[src/rtl/modinv_pkg.sv]
// Shared types for the modular inverse unit: FSM state encoding and the
// Bezout-coefficient width rule (operand width plus two sign/guard bits).
package modinv_pkg;

  typedef enum logic [2:0] {
    IDLE,
    LAUNCH,
    DIVIDE,
    UPDATE,
    FIX,
    DONE
  } modinv_state_t;

  localparam int T_EXTRA            = 2;
  localparam int DEFAULT_DATA_WIDTH = 8;
  localparam int T_WIDTH            = DEFAULT_DATA_WIDTH + T_EXTRA;

  function automatic int t_width(input int data_width);
    return data_width + T_EXTRA;
  endfunction

endpackage

[src/rtl/modular_inverse_divider.sv]
// Restoring divider: one quotient bit per cycle, DATA_WIDTH cycles, one-cycle done pulse.
// The first bit is resolved on the start edge itself so results are ready DATA_WIDTH edges later.
module restoring_divider #(
  parameter int DATA_WIDTH = 8
) (
  input  logic                  clock,
  input  logic                  reset,
  input  logic                  start,
  input  logic [DATA_WIDTH-1:0] dividend,
  input  logic [DATA_WIDTH-1:0] divisor,
  output logic [DATA_WIDTH-1:0] quotient,
  output logic [DATA_WIDTH-1:0] remainder,
  output logic                  done
);

  localparam int CW = $clog2(DATA_WIDTH + 1);

  logic [DATA_WIDTH-1:0] quo_reg, rem_reg, div_reg;
  logic [DATA_WIDTH-1:0] src_quo, src_rem, src_div;
  logic [DATA_WIDTH-1:0] quo_next, rem_next;
  logic [DATA_WIDTH:0]   trial;
  logic                  trial_ge;
  logic [CW-1:0]         count_reg;
  logic                  done_reg;

  always_comb begin
    src_rem  = start ? '0 : rem_reg;
    src_quo  = start ? dividend : quo_reg;
    src_div  = start ? divisor : div_reg;
    trial    = {src_rem, src_quo[DATA_WIDTH-1]};
    trial_ge = (trial >= {1'b0, src_div});
    rem_next = trial_ge ? DATA_WIDTH'(trial - {1'b0, src_div}) : trial[DATA_WIDTH-1:0];
    quo_next = {src_quo[DATA_WIDTH-2:0], trial_ge};
  end

  always_ff @(posedge clock) begin
    if (reset) begin
      quo_reg   <= '0;
      rem_reg   <= '0;
      div_reg   <= '0;
      count_reg <= '0;
      done_reg  <= 1'b0;
    end else if (start) begin
      quo_reg   <= quo_next;
      rem_reg   <= rem_next;
      div_reg   <= divisor;
      count_reg <= CW'(DATA_WIDTH - 1);
      done_reg  <= 1'b0;
    end else if (count_reg != '0) begin
      quo_reg   <= quo_next;
      rem_reg   <= rem_next;
      count_reg <= count_reg - CW'(1);
      done_reg  <= (count_reg == CW'(1));
    end else begin
      done_reg  <= 1'b0;
    end
  end

  assign quotient  = quo_reg;
  assign remainder = rem_reg;
  assign done      = done_reg;

endmodule

[src/rtl/modular_inverse.sv]
// Iterative extended-Euclid modular inverse with set/finished handshake.
// Define MODINV_GCD_EN to expose the final gcd on port gcd.
module modular_inverse
  import modinv_pkg::*;
#(
  parameter int DATA_WIDTH = 8
) (
  input  logic                  clock,
  input  logic                  reset,
  input  logic [DATA_WIDTH-1:0] a,
  input  logic [DATA_WIDTH-1:0] modulant,
  input  logic                  set,
  output logic [DATA_WIDTH-1:0] out,
  output logic                  invertible,
  output logic                  finished
`ifdef MODINV_GCD_EN
  ,
  output logic [DATA_WIDTH-1:0] gcd
`endif
);

  localparam int TW = t_width(DATA_WIDTH);
  localparam int PW = 2 * DATA_WIDTH + 2;

  modinv_state_t state_reg, state_next;

  logic [DATA_WIDTH-1:0] r0_reg, r1_reg, q_reg, mod_reg;
  logic signed [TW-1:0]  t0_reg, t1_reg;
  logic [DATA_WIDTH-1:0] out_reg;
  logic                  invertible_reg, finished_reg;

  logic                  div_start, div_done;
  logic [DATA_WIDTH-1:0] div_quotient, div_remainder;
  logic                  start_ok;
  logic signed [PW-1:0]  qt_prod;
  logic signed [TW-1:0]  qt_trunc, t1_new, t0_adj;

  restoring_divider #(.DATA_WIDTH(DATA_WIDTH)) u_div (
    .clock     (clock),
    .reset     (reset),
    .start     (div_start),
    .dividend  (r0_reg),
    .divisor   (r1_reg),
    .quotient  (div_quotient),
    .remainder (div_remainder),
    .done      (div_done)
  );

  assign start_ok = (modulant >= DATA_WIDTH'(2)) && (a != '0);

  // Coefficients stay bounded by the modulus, so truncating the product is exact.
  assign qt_prod  = $signed({{(DATA_WIDTH + 2){1'b0}}, q_reg}) *
                    $signed({{DATA_WIDTH{t1_reg[TW-1]}}, t1_reg});
  assign qt_trunc = qt_prod[TW-1:0];
  assign t1_new   = t0_reg - qt_trunc;
  assign t0_adj   = t0_reg[TW-1] ? (t0_reg + $signed({2'b00, mod_reg})) : t0_reg;

  always_comb begin
    state_next = state_reg;
    div_start  = 1'b0;
    case (state_reg)
      IDLE:   state_next = IDLE;
      LAUNCH: begin
        div_start  = 1'b1;
        state_next = DIVIDE;
      end
      DIVIDE: if (div_done) state_next = UPDATE;
      UPDATE: state_next = (div_remainder == '0) ? FIX : LAUNCH;
      FIX:    state_next = DONE;
      DONE:   state_next = DONE;
      default: state_next = IDLE;
    endcase
    if (set) begin
      state_next = start_ok ? LAUNCH : FIX;
      div_start  = 1'b0;
    end
  end

  always_ff @(posedge clock) begin
    if (reset) begin
      state_reg      <= IDLE;
      r0_reg         <= '0;
      r1_reg         <= '0;
      q_reg          <= '0;
      mod_reg        <= '0;
      t0_reg         <= '0;
      t1_reg         <= '0;
      out_reg        <= '0;
      invertible_reg <= 1'b0;
      finished_reg   <= 1'b0;
    end else begin
      state_reg <= state_next;
      if (set) begin
        r0_reg         <= modulant;
        r1_reg         <= a;
        mod_reg        <= modulant;
        t0_reg         <= '0;
        t1_reg         <= TW'(1);
        out_reg        <= '0;
        invertible_reg <= 1'b0;
        finished_reg   <= 1'b0;
      end else begin
        case (state_reg)
          DIVIDE: if (div_done) q_reg <= div_quotient;
          UPDATE: begin
            r0_reg <= r1_reg;
            r1_reg <= div_remainder;
            t0_reg <= t1_reg;
            t1_reg <= t1_new;
          end
          FIX: begin
            if ((r0_reg == DATA_WIDTH'(1)) && (mod_reg >= DATA_WIDTH'(2))) begin
              invertible_reg <= 1'b1;
              out_reg        <= t0_adj[DATA_WIDTH-1:0];
            end else begin
              invertible_reg <= 1'b0;
              out_reg        <= '0;
            end
            finished_reg <= 1'b1;
          end
          default: ;
        endcase
      end
    end
  end

`ifdef MODINV_GCD_EN
  logic [DATA_WIDTH-1:0] gcd_reg;

  always_ff @(posedge clock) begin
    if (reset) begin
      gcd_reg <= '0;
    end else if (!set && state_reg == FIX) begin
      gcd_reg <= r0_reg;
    end
  end

  assign gcd = gcd_reg;
`endif

  assign out        = out_reg;
  assign invertible = invertible_reg;
  assign finished   = finished_reg;

endmodule

[config.mk]
export PLATFORM = sky130hd
export DESIGN_NAME = modular_inverse
export DESIGN_NICKNAME = d
export VERILOG_FILES = /design/src/rtl/modinv_pkg.sv /design/src/rtl/modular_inverse_divider.sv /design/src/rtl/modular_inverse.sv
export SDC_FILE = /design/constraint.sdc
export NUM_CORES = 1
export LEC_CHECK = 0
export CAP_MARGIN = 25
export CORE_MARGIN = 3
export CORE_UTILIZATION = 35
export DETAILED_ROUTE_END_ITERATION = 10
export GPL_TIMING_DRIVEN = 0
export PLACE_DENSITY = 0.6
export SYNTH_ARGS = -nofsm -noshare
export SYNTH_HDL_FRONTEND = slang
export SYNTH_HIERARCHICAL = 1
export SYNTH_SLANG_ARGS = --single-unit
export TNS_END_PERCENT = 10
[constraint.sdc]
create_clock -name clock -period 4.65 [get_ports clock]
set_input_delay 0.93 -clock clock [delete_from_list [all_inputs] [get_ports clock]]
set_output_delay 0.93 -clock clock [all_outputs]
set_load 0.05 [all_outputs]
==> flow_summary.json <==
{
  "status": "complete, no violations",
  "clock_net_sink_count": 94,
  "hold_path.startpoint": "finished$_SDFFE_PP0N_",
  "dieHeight_um": 141.1,
  "fin_hold_ws_ns": 0.4537,
  "yosysMostFrequentCell": "nand2_1",
  "timing.reg2reg.setup_slack_ns": 0.20,
  "synth_edf_count": 0,
  "grt_start_max_net_pins": 16,
  "final_routed_wirelength_um": 15740,
  "yosys_register_bits": 94,
  "first_global_vias": 5045,
  "criticalPathCategory": "flip-flop to flip-flop",
  "post-route-cell-area_um2": 7293,
  "data_arrival_time_of_the_critical_path_ns": 4.66,
  "areaGrowthSynthToFinish_pct": 14.23,
  "floorplan.initialDensity_pct": 36.28,
  "grt_first_pass_wirelength_um": 26100,
  "syn-cell-area_um2": 6385,
  "gr-max-usage-layer": "met2",
  "ys_async_sr_fraction_pct": 0,
  "grt.met2_usage_pct": 25.88,
  "largest_area_contributor_in_the_netlist": "dfxtp_1",
  "synth_sequential_area_ratio_pct": 29.47,
  "slew_headroom_pct": 48.90,
  "total_overflow_reported_by_the_global_router": 0,
  "worst_max_slew_pin_slew_ns": 0.7665,
  "post_drt_via_cell_ratio": 5.048,
  "reg2reg_from": "q_reg[3]$_SDFFE_PP0P_",
  "yosys-top-cells-count": "nand2_1 (102), dfxtp_1 (94), a21oi_1 (83), nor2_1 (80), inv_1 (64)",
  "syn_avg_cell_area_um2": 8.401,
  "power_density_nw_per_um2": 334.6,
  "ctsLongestPathBuffers": 2,
  "critPathCaptureType": "flip-flop",
  "port_buffers": 27,
  "critPathLaunchType": "flip-flop",
  "h_tree_depth": 3,
  "coreArea_um2": 17600,
  "io_pins": 29,
  "clock_buffer_count_from_cts": 9,
  "first_pass_iters": 5,
  "num_antenna_cells": 0,
  "cts_tree": "built",
  "classification_of_the_worst_slack_hold_path": "flip-flop to flip-flop",
  "totalNegativeSetupSlack_ns": 0,
  "final_min_period_over_clock_period_pct": 95.71,
  "timing.clock.skew_ns": 0.006492,
  "timing.critical_path.required_ns": 4.86,
  "synth_largest_type_area_fraction_pct": 29.47,
  "std_cell_rows": 48,
  "detail_route.iter0.violations": 320,
  "place_congestion": 0.8497,
  "cts_setup_buffers": 0,
  "placed_cell_areas_um2": 6937,
  "avgRoutedWirePerCell_um": 15.33,
  "design.final.nets": 897,
  "maximum_vdd_drop_mv": 0.2055,
  "synthTopCellsByArea": "dfxtp_1 (29%), fa_1 (11%), ha_1 (9.0%)",
  "cts.reportedPaths.clkPinSlew_ns": 0.07,
  "total_leakage_power_nw": 3.110,
  "clock_tree.root_cell": "clkbuf_16",
  "grtUsageMet3_pct": 1.357,
  "design.die.area_um2": 19900,
  "hpwl_um": 11880,
  "maxCapViolations": 0,
  "final.min_clock_period_ns": 4.450,
  "pre_cts_ws_ns": -0.5419,
  "groute.usage.overall_pct": 16.05,
  "finalWorstSetupSlack_ns": 0.1995,
  "drc": 0,
  "number_of_hold_violations_in_the_final_report": 0,
  "unique_cell_type_count_in_the_yosys_netlist": 54,
  "setup-violations-final": 0,
  "crit_path_max_fanout": 8,
  "timing.fmax_mhz": 224.7,
  "drv_slew": 0,
  "synth.net_count": 859,
  "drive_gt1_share_pct": 6.110,
  "yosysWarnings": 6,
  "die-width_um": 141.1,
  "route.vias.total": 5184,
  "synth_flop_cell": "dfxtp_1",
  "total_power_w": 0.002440,
  "postRouteAntennaNets": 0,
  "antenna_found_initial": 0,
  "worst_setup_sp": "q_reg[3]$_SDFFE_PP0P_",
  "worst_skew_pair.late_latency_ns": 0.34,
  "use_met1_pct": 23.45,
  "synthCells": 760
}
[cell type report]
class,count,area [µm²]
Clock buffer,10,239.0
Buffer,32,135.1
Inverter,65,244.0
Sequential cell,94,1892
Timing Repair Buffer,27,270.3
Tap cell,225,281.5
Clock inverter,5,83.83
Multi-Input combinational cell,569,4148
Fill cell,1799,10300
[cell families (layout without fill, tap and decap cells)]
kind of cell	Yosys count	in the layout	share of synthesized area, %
DFF	94	94	29.47
and+or+nand+nor	278	278	20.16
buffers and inverters	97	139	5.859
adders and majority gates	80	80	19.67
AOI/OAI and AO/OA	136	136	13.17
muxes	43	43	6.839
xor gates and xnor gates	32	32	4.821
[worst max-delay path: stages (launching register included)]
cell and delay (ns):
dfxtp_2 0.37, and2_1 0.19, fa_1 0.53, inv_1 0.05, fa_1 0.50, inv_1 0.05
fa_1 0.49, fa_1 0.45, fa_1 0.46, xor2_1 0.16, xnor2_1 0.17, xnor2_1 0.14
xnor3_1 0.43, nor3_1 0.13, nand3b_1 0.13, a21oi_1 0.07
[path summary, 6_finish.rpt]
| kind | endpoint | depth (start not counted) |
|---|---|---|
| max reg2reg | t1_reg[9]$_SDFFE_PP0P_ | 15 |
| max | t1_reg[9]$_SDFFE_PP0P_ | 15 |
| min | finished$_SDFFE_PP0N_ | 2 |
| min reg2reg | finished$_SDFFE_PP0N_ | 2 |
[layer usage]
layer / up-vias / routed length [µm]
li1: 2602 / -
met1: 2471 / 7881
met2: 100 / 7205
met3: 11 / 511
met4: 0 / 143
met5: - / 0
[layout by cell type, fill, tap and decap left out, types with 21 or more instances in the layout]
master / instances
nand2_1: 102
dfxtp_1: 86
a21oi_1: 83
nor2_1: 80
inv_1: 64
ha_1: 46
and2_1: 42
mux2i_1: 37
fa_1: 34
clkdlybuf4s50_1: 27
clkbuf_1: 21
xnor2_1: 21
[power by group]
group | switching [W] | internal [W]
clock network | 0.000313 | 0.000484
logic | 0.000396 | 0.000305
registers | 0.0000732 | 0.000870
[stage by stage]
step	util, %	cells
6_report	41.45	1027
5_1_grt	41.45	1027
4_1_cts	41.30	1027
3_5_place_dp	39.42	1012
3_3_place_gp	39.42	1012
2_1_floorplan	-	760
[timing repair]
item,CTS,global route
pin swaps,0,2
resized for setup,3,16
endpoints found under the setup margin,9,11
endpoints found under the hold margin,0,0
hold buffers,0,0
(Power assumes the default switching activity.)
